**src/rtl/mem_pkg.sv**
```systemverilog
// Shared constants and types for the 32x8 memory responder.
// Latency: n/a (declarations only).
// Backpressure: n/a (declarations only).
package mem_pkg;

    localparam int ADDR_W = 5;
    localparam int DATA_W = 8;
    localparam int DEPTH  = 1 << ADDR_W;

    typedef enum logic {
        CLEAR = 1'b0,
        READY = 1'b1
    } mem_state_e;

    typedef logic [DATA_W-1:0] mem_data_t;
    typedef logic [ADDR_W-1:0] mem_addr_t;

endpackage

```
**src/rtl/mem_array.sv**
```systemverilog
// Storage: single synchronous write port, registered read port with sync clear.
// Latency: write commits at the sampling edge; read data valid one cycle after re.
// Backpressure: none; every cycle may read or write, rdata holds between reads.
module mem_array #(
    parameter int ADDR_W = mem_pkg::ADDR_W,
    parameter int DATA_W = mem_pkg::DATA_W
) (
    input  logic              clk,
    input  logic              rst,
    input  logic              we,
    input  logic [ADDR_W-1:0] waddr,
    input  logic [DATA_W-1:0] wdata,
    input  logic              re,
    input  logic [ADDR_W-1:0] raddr,
    output logic [DATA_W-1:0] rdata
);

    localparam int DEPTH = 1 << ADDR_W;

    logic [DATA_W-1:0] mem [DEPTH];

    // Array write; contents are not reset, the sweep in the top clears them.
    always_ff @(posedge clk) begin
        if (we) begin
            mem[waddr] <= wdata;
        end
    end

    // Registered read port; holds its value until the next read.
    always_ff @(posedge clk) begin
        if (rst) begin
            rdata <= '0;
        end else if (re) begin
            rdata <= mem[raddr];
        end
    end

endmodule

```
**src/rtl/mem_responder.sv**
```systemverilog
// Responder for the 32x8 memory bus: zero-sweep after reset, then single-cycle reads/writes.
// Latency: writes commit at the sampling edge, data_out valid one cycle after a read strobe.
// Backpressure: ready low for 32 cycles after reset; no wait states once ready. Counters behind MEM_RESP_STATS_EN.
module mem_responder #(
    parameter int ADDR_W = mem_pkg::ADDR_W,
    parameter int DATA_W = mem_pkg::DATA_W,
    parameter int CNT_W  = 16
) (
    input  logic              clk,
    input  logic              rst,
    input  logic              read,
    input  logic              write,
    input  logic [ADDR_W-1:0] addr,
    input  logic [DATA_W-1:0] data_in,
    output logic [DATA_W-1:0] data_out,
    output logic              ready,
    output logic              collision,
    output logic [CNT_W-1:0]  rd_count,
    output logic [CNT_W-1:0]  wr_count
);

    import mem_pkg::*;

    mem_state_e        state;
    logic [ADDR_W-1:0] ptr;
    logic              coll_q;

    logic              sweeping;
    logic              bus_rd;
    logic              bus_wr;
    logic              mem_we;
    logic [ADDR_W-1:0] mem_waddr;
    logic [DATA_W-1:0] mem_wdata;

    // Access decode: bus strobes only count once the sweep has finished.
    always_comb begin
        sweeping  = (state == CLEAR);
        bus_rd    = (state == READY) && read && !write;
        bus_wr    = (state == READY) && write && !read;
        mem_we    = !rst && (sweeping || bus_wr);
        mem_waddr = sweeping ? ptr : addr;
        mem_wdata = sweeping ? '0 : data_in;
    end

    // Sweep FSM: walk ptr over every entry, enter READY on the edge writing the last one.
    always_ff @(posedge clk) begin
        if (rst) begin
            state <= CLEAR;
            ptr   <= '0;
        end else if (state == CLEAR) begin
            ptr <= ptr + 1'b1;
            if (ptr == {ADDR_W{1'b1}}) begin
                state <= READY;
            end
        end
    end

    // Sticky collision flag, cleared only by reset.
    always_ff @(posedge clk) begin
        if (rst) begin
            coll_q <= 1'b0;
        end else if ((state == READY) && read && write) begin
            coll_q <= 1'b1;
        end
    end

    mem_array #(
        .ADDR_W (ADDR_W),
        .DATA_W (DATA_W)
    ) u_mem_array (
        .clk   (clk),
        .rst   (rst),
        .we    (mem_we),
        .waddr (mem_waddr),
        .wdata (mem_wdata),
        .re    (bus_rd),
        .raddr (addr),
        .rdata (data_out)
    );

    assign ready     = (state == READY);
    assign collision = coll_q;

`ifdef MEM_RESP_STATS_EN
    logic [CNT_W-1:0] rd_cnt_q;
    logic [CNT_W-1:0] wr_cnt_q;

    // Saturating access counters.
    always_ff @(posedge clk) begin
        if (rst) begin
            rd_cnt_q <= '0;
            wr_cnt_q <= '0;
        end else begin
            if (bus_rd && (rd_cnt_q != {CNT_W{1'b1}})) begin
                rd_cnt_q <= rd_cnt_q + 1'b1;
            end
            if (bus_wr && (wr_cnt_q != {CNT_W{1'b1}})) begin
                wr_cnt_q <= wr_cnt_q + 1'b1;
            end
        end
    end

    assign rd_count = rd_cnt_q;
    assign wr_count = wr_cnt_q;
`else
    assign rd_count = '0;
    assign wr_count = '0;
`endif

endmodule

```
**config.mk**
```make
export PLATFORM = sky130hd
export DESIGN_NAME = mem_responder
export DESIGN_NICKNAME = d
export VERILOG_FILES = /design/src/rtl/mem_pkg.sv /design/src/rtl/mem_array.sv /design/src/rtl/mem_responder.sv
export SDC_FILE = /design/constraint.sdc
export NUM_CORES = 1
export LEC_CHECK = 0
export ABC_AREA = 0
export BUFFER_PORTS_ARGS = -buffer_cell sky130_fd_sc_hd__buf_2
export CORE_MARGIN = 3
export CORE_UTILIZATION = 35
export DETAILED_ROUTE_END_ITERATION = 6
export GPL_ROUTABILITY_DRIVEN = 0
export SETUP_SLACK_MARGIN = 0.05
export SLEW_MARGIN = 5
export SYNTH_ARGS = -nofsm -noshare
export SYNTH_HDL_FRONTEND = slang
export SYNTH_HIERARCHICAL = 1
export SYNTH_SLANG_ARGS = --single-unit
```
**constraint.sdc**
```tcl
create_clock -name clk -period 3.1 [get_ports clk]
set_input_delay 0.465 -clock clk [delete_from_list [all_inputs] [get_ports clk]]
set_output_delay 0.465 -clock clk [all_outputs]
set_load 0.03 [all_outputs]
```
[Yosys cells after proc, flatten, opt, wreduce, memory -nomap -nowiden]
Memories as Yosys holds them, arrays and structs flattened. A register that Yosys moved wholly into a read port is not among the register bits.
Index checks and enable logic that the tools add are counted.
Word-level totals
  bits of input ports: 17
  memories: 1
  memory bits (writable): 256
  word-level logic and storage cells: 23
  flip-flop bits (word level): 7
Operators by class
  $add $sub $neg: 1
  equality and inequality tests: 1
  reductions and logical operators: 10
  bitwise gates (word level): 1
  multiplexer cells: 6
Memory list
  u_mem_array.mem: words 32, bits a word 8, rd ports 1, clocked after Yosys merged registers in 1, wr ports 1, RTL line mem_array.sv:20  | logic [DATA_W-1:0] mem [DEPTH];
Operator list (number)
  8-bit two-way mux: 1
  1-bit logical AND: 6
  5-bit by 1-bit adder with 5-bit output, second input constant: 1
  5-bit equality test, second input constant: 1
  5-bit two-way mux: 1
  1-bit two-way mux: 4
  1-bit zero test: 3
  1-bit logical OR: 1
  1-bit inverter: 1

[Logic depth before layout (Yosys ltp)]
  word-level depth: 6
  gate-level depth with buffers: 7

[Cells and area by module]
The synthesis kept the hierarchy.
By module, submodules not included
  mem_array: cells each 601, area each 10382.5 sq um, times used 1, sequential area each 7847.5 sq um
  mem_responder: cells each 79, area each 678.2 sq um, times used 1, sequential area each 140.1 sq um

[Worst setup path before layout]
Ideal clock, no wire load.
  kind: register to register
  from: reg state (netlist: ready)
  to: mem u_mem_array.mem[0][0], enable pin
  setup time: 0.370 ns
  stages on the path, launching flop included: 6
  path slack: 0.646 ns
  required time: 2.730 ns
  buffers on the path: 2
  data arrival time: 2.084 ns
  path through: dfxtp_1 buf_6 mux2_4 or3b_2 clkbuf_1 nor2_1
RTL lines
  from (decl): RTL line mem_responder.sv:24  | mem_state_e state;
  from (signal assigned): RTL line mem_responder.sv:48  | state <= CLEAR;
  from (signal assigned): RTL line mem_responder.sv:53  | state <= READY;
  5-bit two-way mux: RTL line mem_responder.sv:41  | mem_waddr = sweeping ? ptr : addr;
  via mem_waddr[1]: RTL line mem_responder.sv:32  | logic [ADDR_W-1:0] mem_waddr;
  to (decl): RTL line mem_array.sv:20
The timed path passes the listed nets, and every way through them passes these cells.

[Worst setup path after layout]
  from: reg state (netlist: ready)
  to: mem u_mem_array.mem[4][4], enable pin
Same word-level chain as after synthesis.

==> results summary <==
The largest fanout of any net on the critical path is 14. The first-pass iteration count of the detailed router is 5. In this run the core area contains 64 standard-cell rows. Max-cap violations in this run came to 0.

The reg-to-reg critical path endpoint is u_mem_array/mem[4][4]. The worst setup path is of the reg2reg kind. The leakage power of the design is 4.440 nW. The share of final-layout standard cells stronger than drive strength 1 is 17.25%. The average routed wire per standard cell is 20.88 µm. The DRC violation total after the first TritonRoute iteration came out at 499. Summed over all layers, the global routing overflow is 0. The placeable core region came out at 30830 µm². The number of DRC violations after detailed routing came out at 0. The floorplan step defined a die boundary enclosing 33770 µm².

The maximum number of pins on one net before global-route repair came out at 34. The final count of pins violating max slew is 0. Setup repair after global routing left no endpoint under its margin. The post-synthesis instance area came out at 11060 µm². For hold timing, the worst endpoint is collision.

STA classifies the critical path endpoint as a flop. The overall die width came out at 183.8 µm. The area growth from synthesis to layout is 14.20%. Once the floorplan was initialized, standard cells occupied 35.88% of the core.

The wire length after detailed routing came out at 24360 µm. The required arrival time at the worst endpoint is 3.33 ns. 59 I/O pins were placed.

The setup TNS after final layout came out at 0 ns. The number of hold violations in the final report is 0. TritonCTS built the clock tree. The number of vias per cell after detailed routing came out at 5.058. Of all flip-flops after synthesis, the portion carrying an async set or reset was 0%.

Across all register-to-register paths, the minimum setup slack is 0.57 ns. After legalization and detailed placement, the total HPWL measured 15000 µm. The per-instance average area after synthesis is 16.27 µm². Of the post-synthesis cell area, the dominant cell type holds 69.50%. The highest ir drop seen on vdd came out at 0.4577 mV. The startpoint of the worst hold path is read. In the post-route analysis, the smallest setup slack over all paths is 0.5701 ns. The worst setup path is launched from a flop.

The final-report setup violation count came out at 0. Sorting the synthesized cells by area gives the leading types as sky130_fd_sc_hd__edfxtp_1 (70%), sky130_fd_sc_hd__mux2i_1 (12%), sky130_fd_sc_hd__a22oi_1 (4.3%), sky130_fd_sc_hd__buf_4 (2.7%), sky130_fd_sc_hd__dfxtp_1 (2.7%). The worst path needs 2.530 ns of the cycle, external delays included.

The number of synthesized flops with an enable pin is 256. The power density over the cells is 578.4 nW/µm². Among all flip-flop cells after synthesis, the most frequent one is sky130_fd_sc_hd__edfxtp_1.

The final antenna-violating net count is 0. The worst-case reg-to-reg path depth is 4. In this run, post-CTS repair resized a total of 0 instances. The number of antenna violations at the first check in global routing is 0. The remaining max-slew budget at the tightest pin came out at 28.98%.

The number of buffer cells added on primary ports came out at 26. The hold buffer count at CTS is 0. The pre-CTS setup slack came out at 0.4741 ns. The largest total area in the synthesized netlist belongs to sky130_fd_sc_hd__edfxtp_1. The final layout contains 770 nets.

The top achievable clock speed is 0.3953 GHz. The actual transition at the worst max-transition pin came out at 1.065 ns. CTS placed an instance of sky130_fd_sc_hd__clkbuf_16 at the clock tree root. The sink count of the clock tree is 271.

The worst path uses 81.61% of the clock period. The via count of the first global-routing pass came out at 5795. The overall via count from detail_route is 5903. The number of buffers inserted to repair setup after CTS came out at 0. The global-route usage over all layers came out at 14.32%. The clock skew is 0.01319 ns. The vertical die dimension is 183.8 µm. The run finished with clean final reports. The synthesized flop and latch total is 271.

The TritonCTS buffer count is 27. The Yosys warning count came out at 6. The first-pass GRT wire length came out at 36570 µm. The clock-pin slew reported for the worst setup and hold paths after clock tree synthesis came out at 0.06 ns. The final-layout worst hold slack is 0.2104 ns. The number of different library cells used by synthesis comes to 31.

The startpoint identified for the worst register-to-register timing path is ready. The total inserted antenna cells came out at 0. The gate count of the mapped netlist came out at 680.

The endpoint arrival time on the critical path is 2.76 ns. The number of H-tree branching levels is 1. The part of the Yosys area used for sequential elements is 72.22%. The maximum root-to-sink buffer count came out at 3. The worst hold path passes through 3 cells.

The end-of-flow core utilization came out at 40.97%. The tightest min-delay check is of the in2reg type. The clock latency on the worst-skew pair came out at 0.52 ns.
## how the worst max path moves through the flow
stage / cells after the start / start / to / slack (ns)
2_1_floorplan: 5 / ready / u_mem_array/mem[0][0] / 0.65
3_3_place_gp: 8 / addr[0] / u_mem_array/rdata[1] / 0.49
3_5_place_dp: 8 / addr[0] / u_mem_array/rdata[1] / 0.47
4_1_cts: 4 / ready / u_mem_array/mem[4][1] / 0.56
5_1_grt: 4 / ready / u_mem_array/mem[4][1] / 0.45
6_report: 4 / ready / u_mem_array/mem[4][4] / 0.57
## cell usage after synthesis (5+ instances only)
| cell | count |
|---|---|
| sky130_fd_sc_hd__edfxtp_1 | 256 |
| sky130_fd_sc_hd__mux2i_1 | 130 |
| sky130_fd_sc_hd__a22oi_1 | 64 |
| sky130_fd_sc_hd__nor2_1 | 51 |
| sky130_fd_sc_hd__buf_4 | 40 |
| sky130_fd_sc_hd__a21oi_1 | 33 |
| sky130_fd_sc_hd__clkbuf_1 | 18 |
| sky130_fd_sc_hd__dfxtp_1 | 15 |
| sky130_fd_sc_hd__and2_1 | 9 |
| sky130_fd_sc_hd__a211oi_1 | 8 |
| sky130_fd_sc_hd__or4_1 | 8 |
| sky130_fd_sc_hd__buf_6 | 7 |
| sky130_fd_sc_hd__buf_1 | 5 |
| sky130_fd_sc_hd__mux2_4 | 5 |
| sky130_fd_sc_hd__nand3b_1 | 5 |
## sequential cells by signal (all words and copies together) (netlist names)
signal,cells
collision,1
u_mem_array/mem,256
ready,1
ptr,5
u_mem_array/rdata,8
## area by class of cell
class | count | area, µm²
clock buffer | 35 | 745.7
clock inverter | 14 | 68.82
fill | 2804 | 18200
multi-input combinational | 369 | 2726
sequential | 271 | 7988
tap | 396 | 495.5
timing repair buffer | 82 | 606.8
## cells in the final DEF, fill, tap and decap left out, types with 3 or more instances in the layout
master and count:
sky130_fd_sc_hd__a21oi_1 33, sky130_fd_sc_hd__or4_1 8, sky130_fd_sc_hd__conb_1 32, sky130_fd_sc_hd__nand2b_1 3
sky130_fd_sc_hd__buf_12 4, sky130_fd_sc_hd__or3b_2 3, sky130_fd_sc_hd__nand2_1 3, sky130_fd_sc_hd__clkbuf_16 27
sky130_fd_sc_hd__dfxtp_1 15, sky130_fd_sc_hd__clkinv_1 6, sky130_fd_sc_hd__and2_1 9, sky130_fd_sc_hd__edfxtp_1 256
sky130_fd_sc_hd__nor2_1 50, sky130_fd_sc_hd__mux2_4 5, sky130_fd_sc_hd__mux2i_1 130, sky130_fd_sc_hd__clkbuf_1 4
sky130_fd_sc_hd__buf_2 25, sky130_fd_sc_hd__clkbuf_8 4, sky130_fd_sc_hd__buf_4 52, sky130_fd_sc_hd__a22oi_1 64
sky130_fd_sc_hd__a211oi_1 8, sky130_fd_sc_hd__clkinv_2 6, sky130_fd_sc_hd__nand3b_1 5
## worst max-delay path, stage by stage (launching register included)
cell and delay [ns]:
sky130_fd_sc_hd__dfxtp_1 0.62, sky130_fd_sc_hd__mux2_4 0.37, sky130_fd_sc_hd__or3b_2 0.65, sky130_fd_sc_hd__nor2_1 0.38, sky130_fd_sc_hd__buf_4 0.22
## stage by stage
stage / area (µm²) / instances / power, W
6_report: 12630 / 1167 / 0.007306
3_5_place_dp: 11820 / 1118 / 0.004422
2_1_floorplan: 11180 / 711 / 0.004350
3_3_place_gp: 11820 / 1118 / 0.004419
4_1_cts: 12630 / 1167 / 0.007374
5_1_grt: 12630 / 1167 / 0.007552
## power by group
group | leakage (nW) | total (W) | internal [W] | switching [W]
Sequential | 2.36 | 0.00398 | 0.00397 | 0.00000806
Clock | 0.403 | 0.00296 | 0.00169 | 0.00128
Combinational | 1.68 | 0.000366 | 0.000124 | 0.000241
Total | 4.44 | 0.00731 | 0.00578 | 0.00152
## layer usage
layer / track usage (%) / vias to the layer above / part of all wire [%] / wire length, µm
li1: - / 2724 / - / -
met1: 20.64 / 2973 / 45 / 10980
met2: 23.44 / 172 / 48 / 11630
met3: 1.860 / 34 / 5.5 / 1334
met4: 3.115 / 0 / 1.7 / 414
met5: 0 / - / 0 / 0
## logic make-up (layout without fill, tap and decap cells)
group	after synthesis	after routing	share of synthesized area [%]
fa+ha+maj	2	2	0.2262
simple gates	91	91	4.152
compound gates	106	106	6.437
buf+inv	71	131	4.253
xor+xnor	3	3	0.2376
mux	135	135	12.44
flops	271	271	72.22
other cells	1	32	0.03390
No activity file was read; power rests on OpenSTA's default activity.
